### src/rtl/pattern_bist_ctrl.sv
// pattern_bist_ctrl: LFSR-driven BIST sequencer with MISR response compaction
// and golden-signature compare, one instance per pattern DUT.
module pattern_bist_ctrl #(
  parameter int unsigned N_IN    = 11,
  parameter int unsigned N_OUT   = 9,
  parameter int unsigned LAT     = 3,
  parameter int unsigned NUM_PAT = 256
) (
  input  logic              blif_clk_net,
  input  logic              blif_reset_net,
  input  logic              start,
  input  logic              abort,
  input  logic [15:0]       seed,
  input  logic [15:0]       golden,
  input  logic [N_OUT-1:0]  resp,
  output logic [N_IN-1:0]   stim,
  output logic              dut_rst_n,
  output logic              busy,
  output logic              done,
  output logic              pass,
  output logic [15:0]       signature,
  output logic [15:0]       pat_cnt
);

  localparam int unsigned SIG_W = 16;
  localparam int unsigned PH_W  = 4;
  localparam logic [SIG_W-1:0] SEED_DEFAULT = 16'hACE1;

  typedef enum logic [2:0] {
    S_IDLE  = 3'd0,
    S_RST   = 3'd1,
    S_RUN   = 3'd2,
    S_DRAIN = 3'd3,
    S_DONE  = 3'd4
  } state_t;

  state_t            state_q;
  state_t            state_d;
  logic [PH_W-1:0]   ph_q;
  logic [SIG_W-1:0]  lfsr_q;
  logic [SIG_W-1:0]  golden_q;
  logic [LAT-1:0]    vpipe_q;

  logic              load_c;
  logic              run_c;
  logic              cap_c;
  logic [LAT-1:0]    vpipe_nxt_c;
  logic [SIG_W-1:0]  lfsr_nxt_c;
  logic [SIG_W-1:0]  misr_nxt_c;
  logic [SIG_W-1:0]  seed_eff_c;

  // Fibonacci LFSR step, taps 16/14/13/11
  function automatic logic [SIG_W-1:0] lfsr_step(input logic [SIG_W-1:0] l);
    return {l[14:0], l[15] ^ l[13] ^ l[12] ^ l[10]};
  endfunction

  // MISR step: same polynomial, response folded in zero-extended
  function automatic logic [SIG_W-1:0] misr_step(input logic [SIG_W-1:0] m,
                                                 input logic [N_OUT-1:0] r);
    return {m[14:0], m[15] ^ m[13] ^ m[12] ^ m[10]} ^ SIG_W'(r);
  endfunction

  // Valid pipe shift: a 1 enters for each applied pattern
  if (LAT == 1) begin : g_vpipe_1
    assign vpipe_nxt_c = run_c;
  end else begin : g_vpipe_n
    assign vpipe_nxt_c = {vpipe_q[LAT-2:0], run_c};
  end

  assign cap_c      = vpipe_q[LAT-1];
  assign lfsr_nxt_c = lfsr_step(lfsr_q);
  assign misr_nxt_c = cap_c ? misr_step(signature, resp) : signature;
  assign seed_eff_c = (seed == '0) ? SEED_DEFAULT : seed;

  // State register
  always_ff @(posedge blif_clk_net or negedge blif_reset_net) begin
    if (!blif_reset_net) begin
      state_q <= S_IDLE;
    end else begin
      state_q <= state_d;
    end
  end

  // Next-state and control strobes; abort overrides everything
  always_comb begin
    state_d = state_q;
    load_c  = 1'b0;
    run_c   = 1'b0;
    if (abort) begin
      state_d = S_IDLE;
    end else begin
      case (state_q)
        S_IDLE: begin
          if (start) begin
            state_d = S_RST;
            load_c  = 1'b1;
          end
        end
        S_RST: begin
          if (ph_q == PH_W'(1)) state_d = S_RUN;
        end
        S_RUN: begin
          run_c = 1'b1;
          if (pat_cnt == SIG_W'(NUM_PAT - 1)) state_d = S_DRAIN;
        end
        S_DRAIN: begin
          if (ph_q == PH_W'(LAT - 1)) state_d = S_DRAIN == state_q ? S_DONE : state_q;
        end
        S_DONE: begin
          if (start) begin
            state_d = S_RST;
            load_c  = 1'b1;
          end
        end
        default: state_d = S_IDLE;
      endcase
    end
  end

  // Phase counter timing the RST and DRAIN dwell
  always_ff @(posedge blif_clk_net or negedge blif_reset_net) begin
    if (!blif_reset_net) begin
      ph_q <= '0;
    end else if ((state_d != state_q) || !(state_q inside {S_RST, S_DRAIN})) begin
      ph_q <= '0;
    end else begin
      ph_q <= ph_q + PH_W'(1);
    end
  end

  // Status outputs follow the next state so they line up with it
  always_ff @(posedge blif_clk_net or negedge blif_reset_net) begin
    if (!blif_reset_net) begin
      dut_rst_n <= 1'b0;
      busy      <= 1'b0;
      done      <= 1'b0;
    end else begin
      dut_rst_n <= (state_d != S_RST);
      busy      <= (state_d inside {S_RST, S_RUN, S_DRAIN});
      done      <= (state_d == S_DONE);
    end
  end

  // Stimulus: zero while the DUT is held in reset, held through DRAIN
  always_ff @(posedge blif_clk_net or negedge blif_reset_net) begin
    if (!blif_reset_net) begin
      stim <= '0;
    end else if (state_d == S_RST) begin
      stim <= '0;
    end else if (run_c) begin
      stim <= lfsr_q[N_IN-1:0];
    end
  end

  // Run datapath: LFSR, pattern counter, valid pipe, MISR, verdict
  always_ff @(posedge blif_clk_net or negedge blif_reset_net) begin
    if (!blif_reset_net) begin
      lfsr_q    <= '0;
      golden_q  <= '0;
      pat_cnt   <= '0;
      signature <= '0;
      vpipe_q   <= '0;
      pass      <= 1'b0;
    end else if (abort) begin
      vpipe_q <= '0;
      pass    <= 1'b0;
    end else if (load_c) begin
      lfsr_q    <= seed_eff_c;
      golden_q  <= golden;
      pat_cnt   <= '0;
      signature <= '0;
      vpipe_q   <= vpipe_nxt_c;
      pass      <= 1'b0;
    end else begin
      vpipe_q   <= vpipe_nxt_c;
      signature <= misr_nxt_c;
      if (run_c) begin
        lfsr_q <= lfsr_nxt_c;
        if (pat_cnt != SIG_W'(NUM_PAT)) pat_cnt <= pat_cnt + SIG_W'(1);
      end
      // Verdict includes the capture landing on the DONE-entry edge
      if ((state_d == S_DONE) && (state_q != S_DONE)) begin
        pass <= (misr_nxt_c == golden_q);
      end
    end
  end

endmodule

### config.mk
export PLATFORM = sky130hd
export DESIGN_NAME = pattern_bist_ctrl
export DESIGN_NICKNAME = d
export VERILOG_FILES = /design/src/rtl/pattern_bist_ctrl.sv
export SDC_FILE = /design/constraint.sdc
export NUM_CORES = 1
export LEC_CHECK = 0
export ABC_AREA = 1
export CAP_MARGIN = 20
export CORE_UTILIZATION = 50
export DETAILED_ROUTE_END_ITERATION = 12
export PLACE_DENSITY = 0.83
export SLEW_MARGIN = 20
export SYNTH_ARGS = -nofsm -noshare
export SYNTH_HDL_FRONTEND = slang
export SYNTH_SLANG_ARGS = --single-unit
### constraint.sdc
create_clock -name blif_clk_net -period 4 [get_ports blif_clk_net]
set_clock_uncertainty 0.2 [all_clocks]
set_input_delay 0.8 -clock blif_clk_net [delete_from_list [all_inputs] [get_ports blif_clk_net]]
set_output_delay 0.8 -clock blif_clk_net [all_outputs]
set_load 0.1 [all_outputs]
==> flow_summary_export.csv, run 1 <==
group,metric,value,unit
route,viasPerCell,5.32,
global_route,grt-ovfl-total,0,
clock_network,cts_resized,0,
logic_synthesis,synthesis.nets,686,
placement,dp_hpwl,8600,um
clock_network,clockBufferDepth,2,
global_route,grt_pass1_vias,4458,
route,drt_iter0_markers,235,
timing,maxSlewHeadroom,34.1,%
critical_path,critPathRequiredTime,3.00,ns
floorplan,io-pin-count,92,
logic_synthesis,synth.avg_cell_area,7.63,um^2
timing,tns,0,ns
logic_synthesis,synth_most_common_cell,"nand2_1",
layout,syn2layout_area_growth,24.5,%
critical_path,cp-start-kind,"register",
critical_path,end_kind,"output port",
flow_run,cap_violations,0,
layout,fillers,816,
global_route,grtUsageTotal,25.0,%
logic_synthesis,netlist_area,4850,um^2
timing,worst_slew_pin_slew,0.985,ns
timing,hold_viol,0,
logic_synthesis,synth_largest_area_cell,"dfrtp_1",
global_route,grt_pass1_wl,19900,um
critical_path,crit_fanout,6,
floorplan,initial_core_util,52.0,%
layout,antenna_cells,0,
layout,seq_area,2230,um^2
critical_path,crit_path_top_delay_cell,"clkdlybuf4s50_1",
logic_synthesis,ys.flop_type,"dfrtp_1",
route,wl_per_cell,14.1,um
layout,multi_input_area,2180,um^2
route,finalWirelength,12000,um
clock_network,root_buffer,"clkbuf_8",
floorplan,die_y,101,um
critical_path,worstPathArrival,2.07,ns
timing,min_period,3.07,ns
logic_synthesis,synthTopCellsByArea,"dfrtp_1, nand2_1, nand3_1, inv_1, o21ai_0",
logic_synthesis,synth_cell_types,31,
placement,numPortBuffers,91,
clock_network,cts-hold-fix-buffers,0,
logic_synthesis,synth_seq_cells,89,
timing,rsz0062_at_grt,"no",
critical_path,max_stage_delay,1.20,ns
placement,gp_congestion,0.911,
critical_path,worst-path-buf-inv,1,
hold_path,hold_path.class,"primary input to async pin",
clock_network,clkSinkCount,89,
global_route,grt_max_degree,48,
logic_synthesis,synth.top_cell.area_share,45.9,%
floorplan,coreArea,9330,um^2
timing,finalMaxSlewViolations,0,
pwr,p_leak,2.86,nW
floorplan,die_w,101,um
logic_synthesis,synthCells,636,
floorplan,die_area,10100,um^2
clock_network,clock_latency,0.37,ns
route,ant_nets,0,
layout,layout.nets,771,
clock_network,cts_setup_buffers,0,
logic_synthesis,synth_edf_count,0,
pwr,p_per_area,450,nW/um^2
route,vias,4548,
pwr,ir_worst_vdd,0.448,mV
route,firstDrtPassIters,5,
clock_network,path_clk_slew,0.09,ns
clock_network,cts_buffers,9,
route,route.detailed.drc,0,
timing,fin_crit_sh,76.8,%
logic_synthesis,ys_seq_area_share,45.9,%
timing,setup_viol,0,
clock_network,htreeDepth,3,
global_route,antenna_found_initial,0,
critical_path,cp_cell_sequence,"clkdlybuf4s50_1",
timing,fmax,326,MHz
clock_network,cts_tree,"yes",
layout,final_core_util,64.8,%
logic_synthesis,ys_top_cells_by_count,"nand2_1, dfrtp_1, nand3_1",
critical_path,crit_type,"register to output port",
run_status,status,"finished clean",
logic_synthesis,yosys_warnings,0,
floorplan,rows,35,
layout,drive_above_1_share,8.68,%
logic_synthesis,async_flop_share,100,%
critical_path,crit_family,"buffers and inverters",
## state kept, by name, summed over array words and instances, names as in the netlist
register,flops
busy,1
done,1
dut_rst_n,1
golden_q,16
lfsr_q,16
pass,1
pat_cnt,16
ph_q,4
signature,16
state_q,3
stim,11
vpipe_q,3
## kinds of logic (layout without fill, tap and decap cells)
group	Yosys count	after routing	share of synthesized area [%]
buffers and inverters	102	192	9.12
DFF	89	89	45.9
and+or+nand+nor	357	357	33.0
xor gates and xnor gates	21	21	3.79
AOI/OAI and AO/OA	62	62	6.88
adders and majority gates	5	5	1.29
## power by group
group | switching [W] | internal, W
Clock | 0.000354 | 0.000364
Combinational | 0.000636 | 0.000244
Sequential | 0.000110 | 0.00101
Total | 0.00110 | 0.00162
## cell type report
type | instances | share of cell area (%)
clock buffers | 10 | 2.11
clock inverters | 6 | 1.66
inverters | 81 | 5.07
multi-input cells | 445 | 36.1
flip-flops and latches | 89 | 36.8
well taps | 129 | 2.67
repair buffers | 95 | 15.5
## per-layer routing
layer,track usage (%),up-vias,routed length [um]
li1,-,2206,-
met1,32.7,2147,5130
met2,41.9,174,5910
met3,4.30,21,781
met4,9.03,0,205
met5,0,-,0
## through the flow
| stage | area, um^2 | std cells | power [W] | worst slack, ns | hold slack, ns |
|---|---|---|---|---|---|
| finish | 6050 | 855 | 0.00272 | 0.929 | 0.238 |
| global route | 6050 | 855 | 0.00285 | 0.870 | 0.269 |
| CTS | 6050 | 855 | 0.00273 | 0.915 | 0.245 |
| detailed placement | 5820 | 839 | 0.00201 | 0.997 | 0.248 |
| global placement | 5820 | 839 | 0.00199 | 1.08 | 0.250 |
| floorplan | 4850 | 636 | 0.00176 | 1.47 | 0.234 |
## final timing paths
kind | from | end | slack [ns] | cells after the start
worst min register to register | vpipe_q[0] | vpipe_q[1] | 0.26 | 2
min in group blif_clk_net | vpipe_q[0] | vpipe_q[1] | 0.26 | 2
max in group asynchronous | blif_reset_net | lfsr_q[12] | 2.59 | 2
worst max register to register | vpipe_q[2] | pass | 1.71 | 10
worst min-delay path | blif_reset_net | golden_q[10] | 0.24 | 1
worst max-delay path | pat_cnt[9] | pat_cnt[9] | 0.93 | 1
## cell usage in the layout (no fill, tap or decap), types with 2 or more instances in the layout
cell and instances:
nor4_1 8, buf_4 5, clkbuf_8 9, inv_8 2, nand2_2 14, nand2_1 204
nand3_1 72, o21ai_1 14, and2_1 2, dfrtp_1 89, xnor2_1 7, inv_1 63
xor2_1 14, clkdlybuf4s50_1 90, nor3_1 8, nand4_1 8, nand3b_1 2, nor2_4 2
inv_2 17, nor2_1 30, o21ai_0 35, nor2_2 3, o22ai_1 10, bufinv_16 2
clkinv_4 2, nor4_4 2, ha_1 5
Note: power is estimated with default switching activity, not from simulation.
==> inputs of run 2 (changes only) <==
- clock period: 4 -> 2.85 ns (I/O delays scaled with it)
==> run 2 against run 1 <==
  * Cell count rose by 0.70%
  * Power rose by 38%
  * Critical path depth rose by 7
  * Global-route usage fell by 0.057 points
  * Critical endpoint is now stim[0]
  * Routed wire length fell by 2.5%
  * Sequential share of layout area rose by 0.45 points
  * Clock power rose by 34%
==> flow_summary_export.csv, run 2 (synthesis results as in run 1) <==
group,metric,value,unit
critical_path,r2r-start,"pat_cnt[0]",
layout,layout.nets,778,
route,wl_met1,5050,um
placement,numPortBuffers,91,
layout,fillers,811,
timing,rsz0062_at_grt,"no",
layout,drive_above_1_share,15.8,%
clock_network,clockBufferDepth,2,
route,firstDrtPassIters,5,
route,route.detailed.drc,0,
hold_path,hold_path.class,"register to register",
pwr,p_per_area,628,nW/um^2
critical_path,end_kind,"register",
timing,hold_viol,0,
global_route,grtUsageTotal,25.0,%
timing,fmax,482,MHz
critical_path,critPathLaunch,"pat_cnt[0]",
hold_path,min_from,"vpipe_q[1]",
timing,setup_viol,0,
floorplan,coreArea,9330,um^2
route,vias,4535,
floorplan,die_y,101,um
clock_network,cts_setup_buffers,0,
critical_path,cp-start-kind,"register",
layout,layout_common_cells,"nand2_1, dfrtp_1, nand3_1",
route,highest_layer,"met4",
route,drt_iter0_markers,203,
global_route,grt_pass1_wl,20100,um
placement,gp_congestion,0.888,
clock_network,cts_tree,"yes",
critical_path,cp_cell_sequence,"ha_1 -> nand2_1 -> nor3_4 -> a31oi_2 -> nor2_4 -> nand2_2 -> nand2_1 -> inv_1",
route,viasPerCell,5.27,
floorplan,die_area,10100,um^2
layout,final_common_cell,"nand2_1",
critical_path,crit_type,"register to register",
clock_network,cts_buffers,9,
flow_run,cap_violations,0,
timing,min_period,2.07,ns
clock_network,cts_resized,0,
route,ant_nets,0,
floorplan,initial_core_util,52.0,%
critical_path,crit_path_frequent_cell,"nand2_1",
global_route,antenna_found_initial,0,
clock_network,htreeDepth,3,
critical_path,crit_path_top_delay_cell,"dfrtp_1",
timing,tns,0,ns
pwr,ir_worst_vdd,0.610,mV
route,wl_per_cell,13.6,um
route,finalWirelength,11700,um
critical_path,rr_worst_depth,8,
pwr,p_leak,2.97,nW
critical_path,worstPathArrival,2.13,ns
route,dr_wl_met2,5660,um
layout,syn2layout_area_growth,23.0,%
clock_network,clock_latency,0.35,ns
timing,finalMaxSlewViolations,0,
timing,hold_ws,0.275,ns
global_route,grt_pass1_vias,4442,
timing,worst_slew_pin_slew,0.527,ns
route,met3WireLength,814,um
floorplan,die_w,101,um
clock_network,path_clk_slew,0.09,ns
placement,dp_hpwl,8560,um
hold_path,whs_path_depth,2,
critical_path,max_stage_delay,0.45,ns
run_status,status,"finished clean",
floorplan,io-pin-count,92,
timing,maxSlewHeadroom,64.7,%
floorplan,rows,35,
critical_path,crit_fanout,12,
clock_network,clkSinkCount,89,
global_route,grt_max_degree,48,
critical_path,critPathRequiredTime,2.90,ns
clock_network,root_buffer,"clkbuf_8",
layout,antenna_cells,0,
timing,fin_crit_sh,72.7,%
global_route,grt-ovfl-total,0,
[run 2: changes by cell type in the layout (fill, tap and decap cells not counted)]
cell,before,now
clkbuf_8,9,10
clkdlybuf4s50_1,90,43
dlygate4sd3_1,0,1
clkbuf_1,1,0
buf_4,5,58
clkinv_4,2,0
clkinv_2,0,1
inv_8,2,0
clkinvlp_4,0,2
[run 2: path summary, 6_finish.rpt]
path                                  to  slack [ns]
setup / recovery                 stim[0]        0.78
hold / removal                vpipe_q[2]        0.27
setup reg to reg                 stim[0]        0.78
hold reg to reg               vpipe_q[2]        0.27
max in group asynchronous  signature[14]        1.21
min in group asynchronous   golden_q[10]        0.51
[run 2: area by class of cell]
class	count	area [um^2]	share of cell area (%)
inverters	81	307	5.13
multi-input cells	445	2180	36.6
well taps	129	161	2.70
clock inverters	5	80.1	1.34
clock buffers	10	138	2.30
flip-flops and latches	89	2230	37.3
repair buffers	102	876	14.7
[run 2: timing repair]
item,CTS,global route
hold endpoints to repair,33,0
hold buffers,1,0
endpoints found under the setup margin,0,0
[run 2: critical path: cells and delay by family, from the launching register on]
kind	cells	cell delay, ns
simple gates	5	0.87
flops	1	0.45
buf+inv	1	0.04
compound gates	1	0.16
fa+ha+maj	1	0.25
[run 2: per-layer routing]
layer,track usage (%),vias to the layer above
li1,-,2216
met2,42.0,185
met5,0,-
met4,9.48,0
met3,3.19,19
met1,33.1,2115
[run 2: per-stage QoR]
step                setup WS (ns)  util, %  instances  power [W]  area, um^2
floorplan                   0.322        -        636    0.00247        4850
global placement            0.514     61.6        845    0.00278        5750
detailed placement          0.466     61.6        845    0.00281        5750
CTS                         0.754     64.0        861    0.00377        5970
global route                0.550     64.0        861    0.00394        5970
finish                      0.777     64.0        861    0.00375        5970
[run 2: report_power, final]
group	switching (W)	internal [W]	total, W
Sequential	0.000154	0.00142	0.00158
Clock	0.000447	0.000512	0.000959
Combinational	0.000890	0.000325	0.00121
Total	0.00149	0.00226	0.00375
